File: config.mk
export PLATFORM = sky130hd
export DESIGN_NAME = locked_adder_key_loader
export DESIGN_NICKNAME = d
export VERILOG_FILES = /design/src/rtl/locked_adder_key_loader.sv
export SDC_FILE = /design/constraint.sdc
export NUM_CORES = 1
export LEC_CHECK = 0
export CAP_MARGIN = 20
export CORE_MARGIN = 2
export CORE_UTILIZATION = 52
export CTS_CLUSTER_DIAMETER = 60
export CTS_CLUSTER_SIZE = 30
export DETAILED_ROUTE_END_ITERATION = 16
export MAX_ROUTING_LAYER = met4
export PLACE_DENSITY_LB_ADDON = 0.15
export SLEW_MARGIN = 15
export SYNTH_ARGS = -nofsm -noshare
export SYNTH_HDL_FRONTEND = slang
export SYNTH_SLANG_ARGS = --single-unit
File: constraint.sdc
create_clock -name clk_i -period 2.6 [get_ports clk_i]
set_clock_uncertainty 0.2 [all_clocks]
set_input_delay 0.52 -clock clk_i [delete_from_list [all_inputs] [get_ports clk_i]]
set_output_delay 0.52 -clock clk_i [all_outputs]
set_load 0.05 [all_outputs]
File: src/rtl/locked_adder_key_loader.sv
// ============================================================================
// locked_adder_key_loader
// Serial, even-parity key loader and operand gate for the XOR-locked adder.
// Revision: 1.0
// ============================================================================
`default_nettype none

module locked_adder_key_loader #(
  parameter int KEY_W = 32,
  parameter int OP_W  = 16
) (
  input  logic             clk_i,
  input  logic             rst_ni,
  input  logic             load_start_i,
  input  logic             key_sdata_i,
  input  logic             key_svalid_i,
  input  logic [OP_W-1:0]  add1_i,
  input  logic [OP_W-1:0]  add2_i,
  output logic [KEY_W-1:0] keyinput_o,
  output logic [OP_W-1:0]  add1_o,
  output logic [OP_W-1:0]  add2_o,
  output logic             key_valid_o,
  output logic             key_err_o,
  output logic             busy_o
);

  localparam int CNT_W = $clog2(KEY_W);

  typedef enum logic [2:0] {
    ST_IDLE   = 3'd0,
    ST_SHIFT  = 3'd1,
    ST_PARITY = 3'd2,
    ST_COMMIT = 3'd3,
    ST_ERROR  = 3'd4
  } state_t;

  state_t             r_state;
  state_t             w_state_nxt;
  logic [CNT_W-1:0]   r_cnt;
  logic [KEY_W-1:0]   r_sreg;
  logic               r_par;
  logic [KEY_W-1:0]   r_key;
  logic               r_valid;
  logic               r_err;
  logic [OP_W-1:0]    r_add1;
  logic [OP_W-1:0]    r_add2;
  logic               w_bit_take;
  logic               w_last_bit;

  // load_start_i outranks a simultaneous data bit, so such a bit is dropped.
  assign w_bit_take = (r_state == ST_SHIFT) && key_svalid_i && !load_start_i;
  assign w_last_bit = (r_cnt == CNT_W'(KEY_W - 1));

  always_comb begin
    w_state_nxt = r_state;
    case (r_state)
      ST_IDLE: begin
        if (load_start_i) w_state_nxt = ST_SHIFT;
      end
      ST_SHIFT: begin
        if (load_start_i)                    w_state_nxt = ST_SHIFT;
        else if (key_svalid_i && w_last_bit) w_state_nxt = ST_PARITY;
      end
      ST_PARITY: begin
        if (load_start_i)      w_state_nxt = ST_SHIFT;
        else if (key_svalid_i) w_state_nxt = (r_par ^ key_sdata_i) ? ST_ERROR : ST_COMMIT;
      end
      ST_COMMIT, ST_ERROR: begin
        w_state_nxt = load_start_i ? ST_SHIFT : ST_IDLE;
      end
      default: w_state_nxt = ST_IDLE;
    endcase
  end

  always_ff @(posedge clk_i or negedge rst_ni) begin
    if (!rst_ni) r_state <= ST_IDLE;
    else         r_state <= w_state_nxt;
  end

  always_ff @(posedge clk_i or negedge rst_ni) begin
    if (!rst_ni) begin
      r_cnt   <= '0;
      r_sreg  <= '0;
      r_par   <= 1'b0;
      r_key   <= '0;
      r_valid <= 1'b0;
      r_err   <= 1'b0;
      r_add1  <= '0;
      r_add2  <= '0;
    end else begin
      // Gate uses the key_valid state held before this edge.
      r_add1 <= r_valid ? add1_i : '0;
      r_add2 <= r_valid ? add2_i : '0;

      if (r_state == ST_COMMIT) begin
        r_key   <= r_sreg;
        r_valid <= 1'b1;
      end
      if (r_state == ST_ERROR) r_err <= 1'b1;

      // A restart still lets a pending commit land its key, but the new
      // frame leaves the status flags cleared.
      if (load_start_i) begin
        r_cnt   <= '0;
        r_sreg  <= '0;
        r_par   <= 1'b0;
        r_valid <= 1'b0;
        r_err   <= 1'b0;
      end else if (w_bit_take) begin
        r_sreg <= {r_sreg[KEY_W-2:0], key_sdata_i};
        r_cnt  <= r_cnt + 1'b1;
        r_par  <= r_par ^ key_sdata_i;
      end
    end
  end

  assign keyinput_o  = r_key;
  assign add1_o      = r_add1;
  assign add2_o      = r_add2;
  assign key_valid_o = r_valid;
  assign key_err_o   = r_err;
  assign busy_o      = (r_state != ST_IDLE);

endmodule

`default_nettype wire
==> Word level (Yosys, flattened, before mapping) <==
Cells that the tools add are included.
{ "totals": {"regBits": 107, "wordCells": 50, "input_bits": 37, "output_inout_bits": 67} }
{ "classes": {"eq_ne": 8, "n_addsub": 1, "n_bitwise": 1, "muxes": 20, "n_reduce_logical": 11} }
{ "ops": {"columns": ["op", "n"], "rows": [
  ["32-bit 2-to-1 mux", 2],
  ["16-bit 2-to-1 mux", 2],
  ["3-bit 2-to-1 mux", 6],
  ["3-bit case mux with 4 select lines", 1],
  ["5-bit 2-to-1 mux", 2],
  ["1-bit 2-to-1 mux", 7],
  ["3-bit by 2-bit == test with 1-bit output (second input constant)", 2],
  ["2-bit nonzero test", 3],
  ["5-bit by 1-bit adder with 5-bit output (second input constant)", 1],
  ["5-bit == test (second input constant)", 1],
  ["3-bit by 1-bit == test with 1-bit output (second input constant)", 1],
  ["3-bit == test (second input constant)", 1],
  ["1-bit logical AND", 3],
  ["3-bit logical NOT", 1],
  ["3-bit by 2-bit inequality test with 1-bit output (second input constant)", 1],
  ["3-bit inequality test (second input constant)", 1],
  ["3-bit AND reduction", 1],
  ["3-bit nonzero test", 1],
  ["2-bit inequality test (second input constant)", 1],
  ["2-bit OR reduction", 1],
  ["1-bit logical NOT", 1],
  ["1-bit XOR", 1]
]} }

==> Logic depth before layout (Yosys ltp) <==
{ "logic_depth": {"ltp_word": 5, "ltp_mapped": 5, "depth_no_buf": 5} }

==> Least setup slack after synthesis <==
Ideal clock, no wire load.
{ "synth_path": {"path_type": "reg2out", "from": "reg r_state[0]", "to": "out busy_o", "arrival_time_ns": 1.115, "required_time_ns": 1.880, "stages_incl_launch_ff": 3, "path_buffers": 1, "slack_ns": 0.765, "path_cell_list": "dfrtp_1 buf_4 or3_1"} }
{ "synth_between": {"elab_chain_len": 1} }
{ "synth_lines": {"columns": ["item", "line_no", "source"], "rows": [
  ["start: declaration", "37", "state_t r_state;"],
  ["start signal: assignment", "77", "else r_state <= w_state_nxt;"],
  ["3-bit nonzero test", "122", "assign busy_o = (r_state != ST_IDLE);"],
  ["end: declaration", "24", "output logic busy_o"]
]} }
Every way passes these cells.

==> Final worst setup path <==
{ "layout_path": {"from": "reg r_state[1]", "to": "out busy_o"} }
Same word-level chain as after synthesis.

==> results.md <==
- Root Buffer: clkbuf_8
- Antenna violations before repair: 0
- Fill cell count: approximately 530
- Final Hold Fails: 0
- Placed instance count: between 400 and 500
- Final Non-Filler Cells: approximately 480
- Area occupied by multi-input gates: 1140 sq um
- Wire per inst: approximately 15 um
- Yosys warnings: 0
- Vias in the first global route: 2563
- Post-synth top area share: 0.6791
- FF-to-FF setup slack: 610 ps
- Antenna diode count: 0
- Largest cells by area after synthesis: dfrtp_1, mux2_2, a22o_1
- Avg Vias per Cell: 5.187
- Max incr delay on CP: between 400 and 500 ps
- Share of cells above drive strength 1: 0.1676
- IO Pins: around 100
- Combinational power share: 0.065
- Row count: 31
- Post-synthesis sequential area ratio: 0.6791
- CTS Buf Count: 9
- Startpoint types: flip-flop
- EDFF count, synth: 0
- Clock slew seen by the registers of the worst setup and hold paths: 100 ps
- Slew headroom: 0.5277
- Input/output buffers: 103
- Largest net degree at the start of global routing: 51
- Ys flop type: dfrtp_1
- Setup CP Type: flip-flop to output port
- Fin crit period: between 2000 and 2500 ps
- Yosys reg bits: 107
- Fin. max-slew vios: 0
- Post-synth ARST share: 1.000
- Pleak: 0.002524 uW
- TritonCTS clock tree: yes
- Sequential cell area: approximately 2700 sq um
- First-pass GRT wire length: roughly 12 mm
- Max clock buf depth: 2
- GRT overflow: 0
- Starting DRT DRC Count: between 100 and 150
- Die area: around 8300 sq um
- Clk pwr share: 0.375
- Remaining DRCs: 0
- Hold Path Class: flip-flop to flip-flop
- Reg2reg path depth: 5
- Syn Nets: 301
- CP required: 1880 ps
- Final Total Pwr: 3009 uW
- Fin crit share: 0.9212
- Hold Crit Depth: 1
- Routed Wire Length: 7.340 mm
- Int Power: 2324 uW
- Finished Core Util: 0.7296
- Critical path endpoint category: output port
- GPL Wtd Cong: 0.7379
- Core footprint: 7292 sq um
- Library cells used by synthesis: 30
- Critical Path AT: 1680 ps
- Antenna Violating Nets Remaining: 0
- Die width: between 90 and 100 um
- Worst VDD drop: 0.3098 mV
- Global Route Usage Sum: 0.1968
- CTS Sinks: 107
- Syn Area/Cell: 15.05 sq um
- Net Sw Power: between 600 and 700 uW
- Worst slew pin tran: ~710 ps
- Status: finished clean
- Final-stage net count: 410
- Mapped Cells: 262
- Pre-antenna DRT Iters: 7
- Synthesized area: just under 4000 sq um
- H-tree depth: 3
- Final setup violation count: 0
- CP max stage cell: dfrtp_1
- Final setup TNS: 0 ps
- Seq pwr share: 0.559
- Placed wire-length estimate: 5.088 mm
- Skew-Pair Late Insertion Delay: around 360 ps
- F_max: 0.4175 GHz
- Power per Cell Area: between 500 and 600 nW/um^2
- Chip height: between 90 and 100 um
- Post-CTS Setup Repair Bufs: 0
- Initial Util: 0.5407
- Max-Cap Viols: 0
- Sw frac: 0.2276
- Vias: 2464
- Syn-to-layout area delta: 34.94%
- CP Max Fanout: 10
- Yosys top cell by area: dfrtp_1
- Crit-path cells: or3_1 > dlygate4sd2_1
- RSZ-0062 raised after global routing: no
-- timing repair --
item / in CTS / in global routing
gates resized for setup: 1 / 0
endpoints found under the setup margin: 1 / 0
endpoints found under the hold margin: 44 / 0
hold buffers: 1 / 0
-- Yosys cell counts, types with 3 or more instances --
cell type / count
buf_4: 4
or3_1: 4
a211oi_1: 4
buf_2: 4
clkbuf_1: 4
dfrtp_1: 107
and2_1: 32
inv_1: 4
a22o_1: 34
a21oi_1: 4
mux2_2: 32
buf_6: 4
nor2_1: 4
o21ai_0: 3
-- area by class of cell --
cell class,instances,area share
Sequential cell,107,0.5033
Multi-Input combinational cell,135,0.2143
Timing Repair Buffer,114,0.2133
Clock buffer,9,0.02328
Tap cell,99,0.02328
Clock inverter,7,0.01976
Inverter,4,0.002822
-- sequential cells by signal (all words and copies together), names as in the netlist --
signal and flops:
r_cnt 5, r_par 1, add1_o 16, add2_o 16, r_state 3, key_err_o 1, key_valid_o 1, keyinput_o 32
r_sreg 32
-- kinds of logic after synthesis --
group | count (synthesis) | synth area share
buffers and inverters | 20 | 0.03173
and+or+nand+nor | 52 | 0.09013
xor gates and xnor gates | 2 | 0.004444
muxes | 32 | 0.09140
adders and majority gates | 2 | 0.006346
DFF | 107 | 0.6791
AOI/OAI and AO/OA | 47 | 0.09680
-- layer usage --
layer / wire, um / track usage / vias to the layer above / share of wire
li1: - / - / 1138 / -
met2: 3466 / 0.2901 / 84 / 0.47
met4: 91 / 0.06818 / 0 / 0.012
met3: 502 / 0.05477 / 9 / 0.068
met1: 3279 / 0.2665 / 1233 / 0.45
met5: 0 / - / - / 0
-- per-stage QoR --
step / area (sq um) / worst slack, ps / hold WS [ps]
after floorplan: 3943 / 764.8 / 24.41
after global placement: 5082 / 263.3 / 287.8
after detailed placement: 5082 / 232.0 / 292.2
after CTS: 5320 / 182.2 / 316.6
after global routing: 5320 / 142.3 / 330.6
final: 5320 / 204.8 / 312.2
-- placed cells by master (no fill, tap or decap), types with 2 or more instances in the layout --
cell type	n
a211oi_1	4
a21oi_1	4
a22o_1	34
and2_1	32
and3_1	2
buf_12	2
buf_4	10
bufinv_16	2
clkbuf_8	9
clkdlybuf4s50_1	100
dfrtp_1	107
ha_1	2
inv_1	4
inv_6	3
mux2_2	32
nor2_1	4
o21ai_0	3
or3_1	4
-- worst max-delay path, delay by kind of cell (launching register included) --
kind | cells | cell delay, ps
DFF | 1 | 490
buffers and inverters | 1 | 430
and+or+nand+nor | 1 | 410
-- power groups by stage --
stage,Sequential [uW],Combinational [uW],Clock [uW]
global placement,1720,195,0
global route,1690,220,1230
finish,1680,197,1130
floorplan,1720,87.9,0
detailed placement,1720,200,0
CTS,1680,201,1160
-- path summary, 6_finish.rpt --
kind / start / endpoint
worst max-delay path: r_state[1] / busy_o
worst min-delay path: keyinput_o[9] / keyinput_o[9]
worst max register to register: r_state[0] / r_sreg[18]
worst min register to register: keyinput_o[9] / keyinput_o[9]
max in group asynchronous: rst_ni / add2_o[7]
min in group asynchronous: rst_ni / keyinput_o[16]
(Power assumes the default switching activity.)
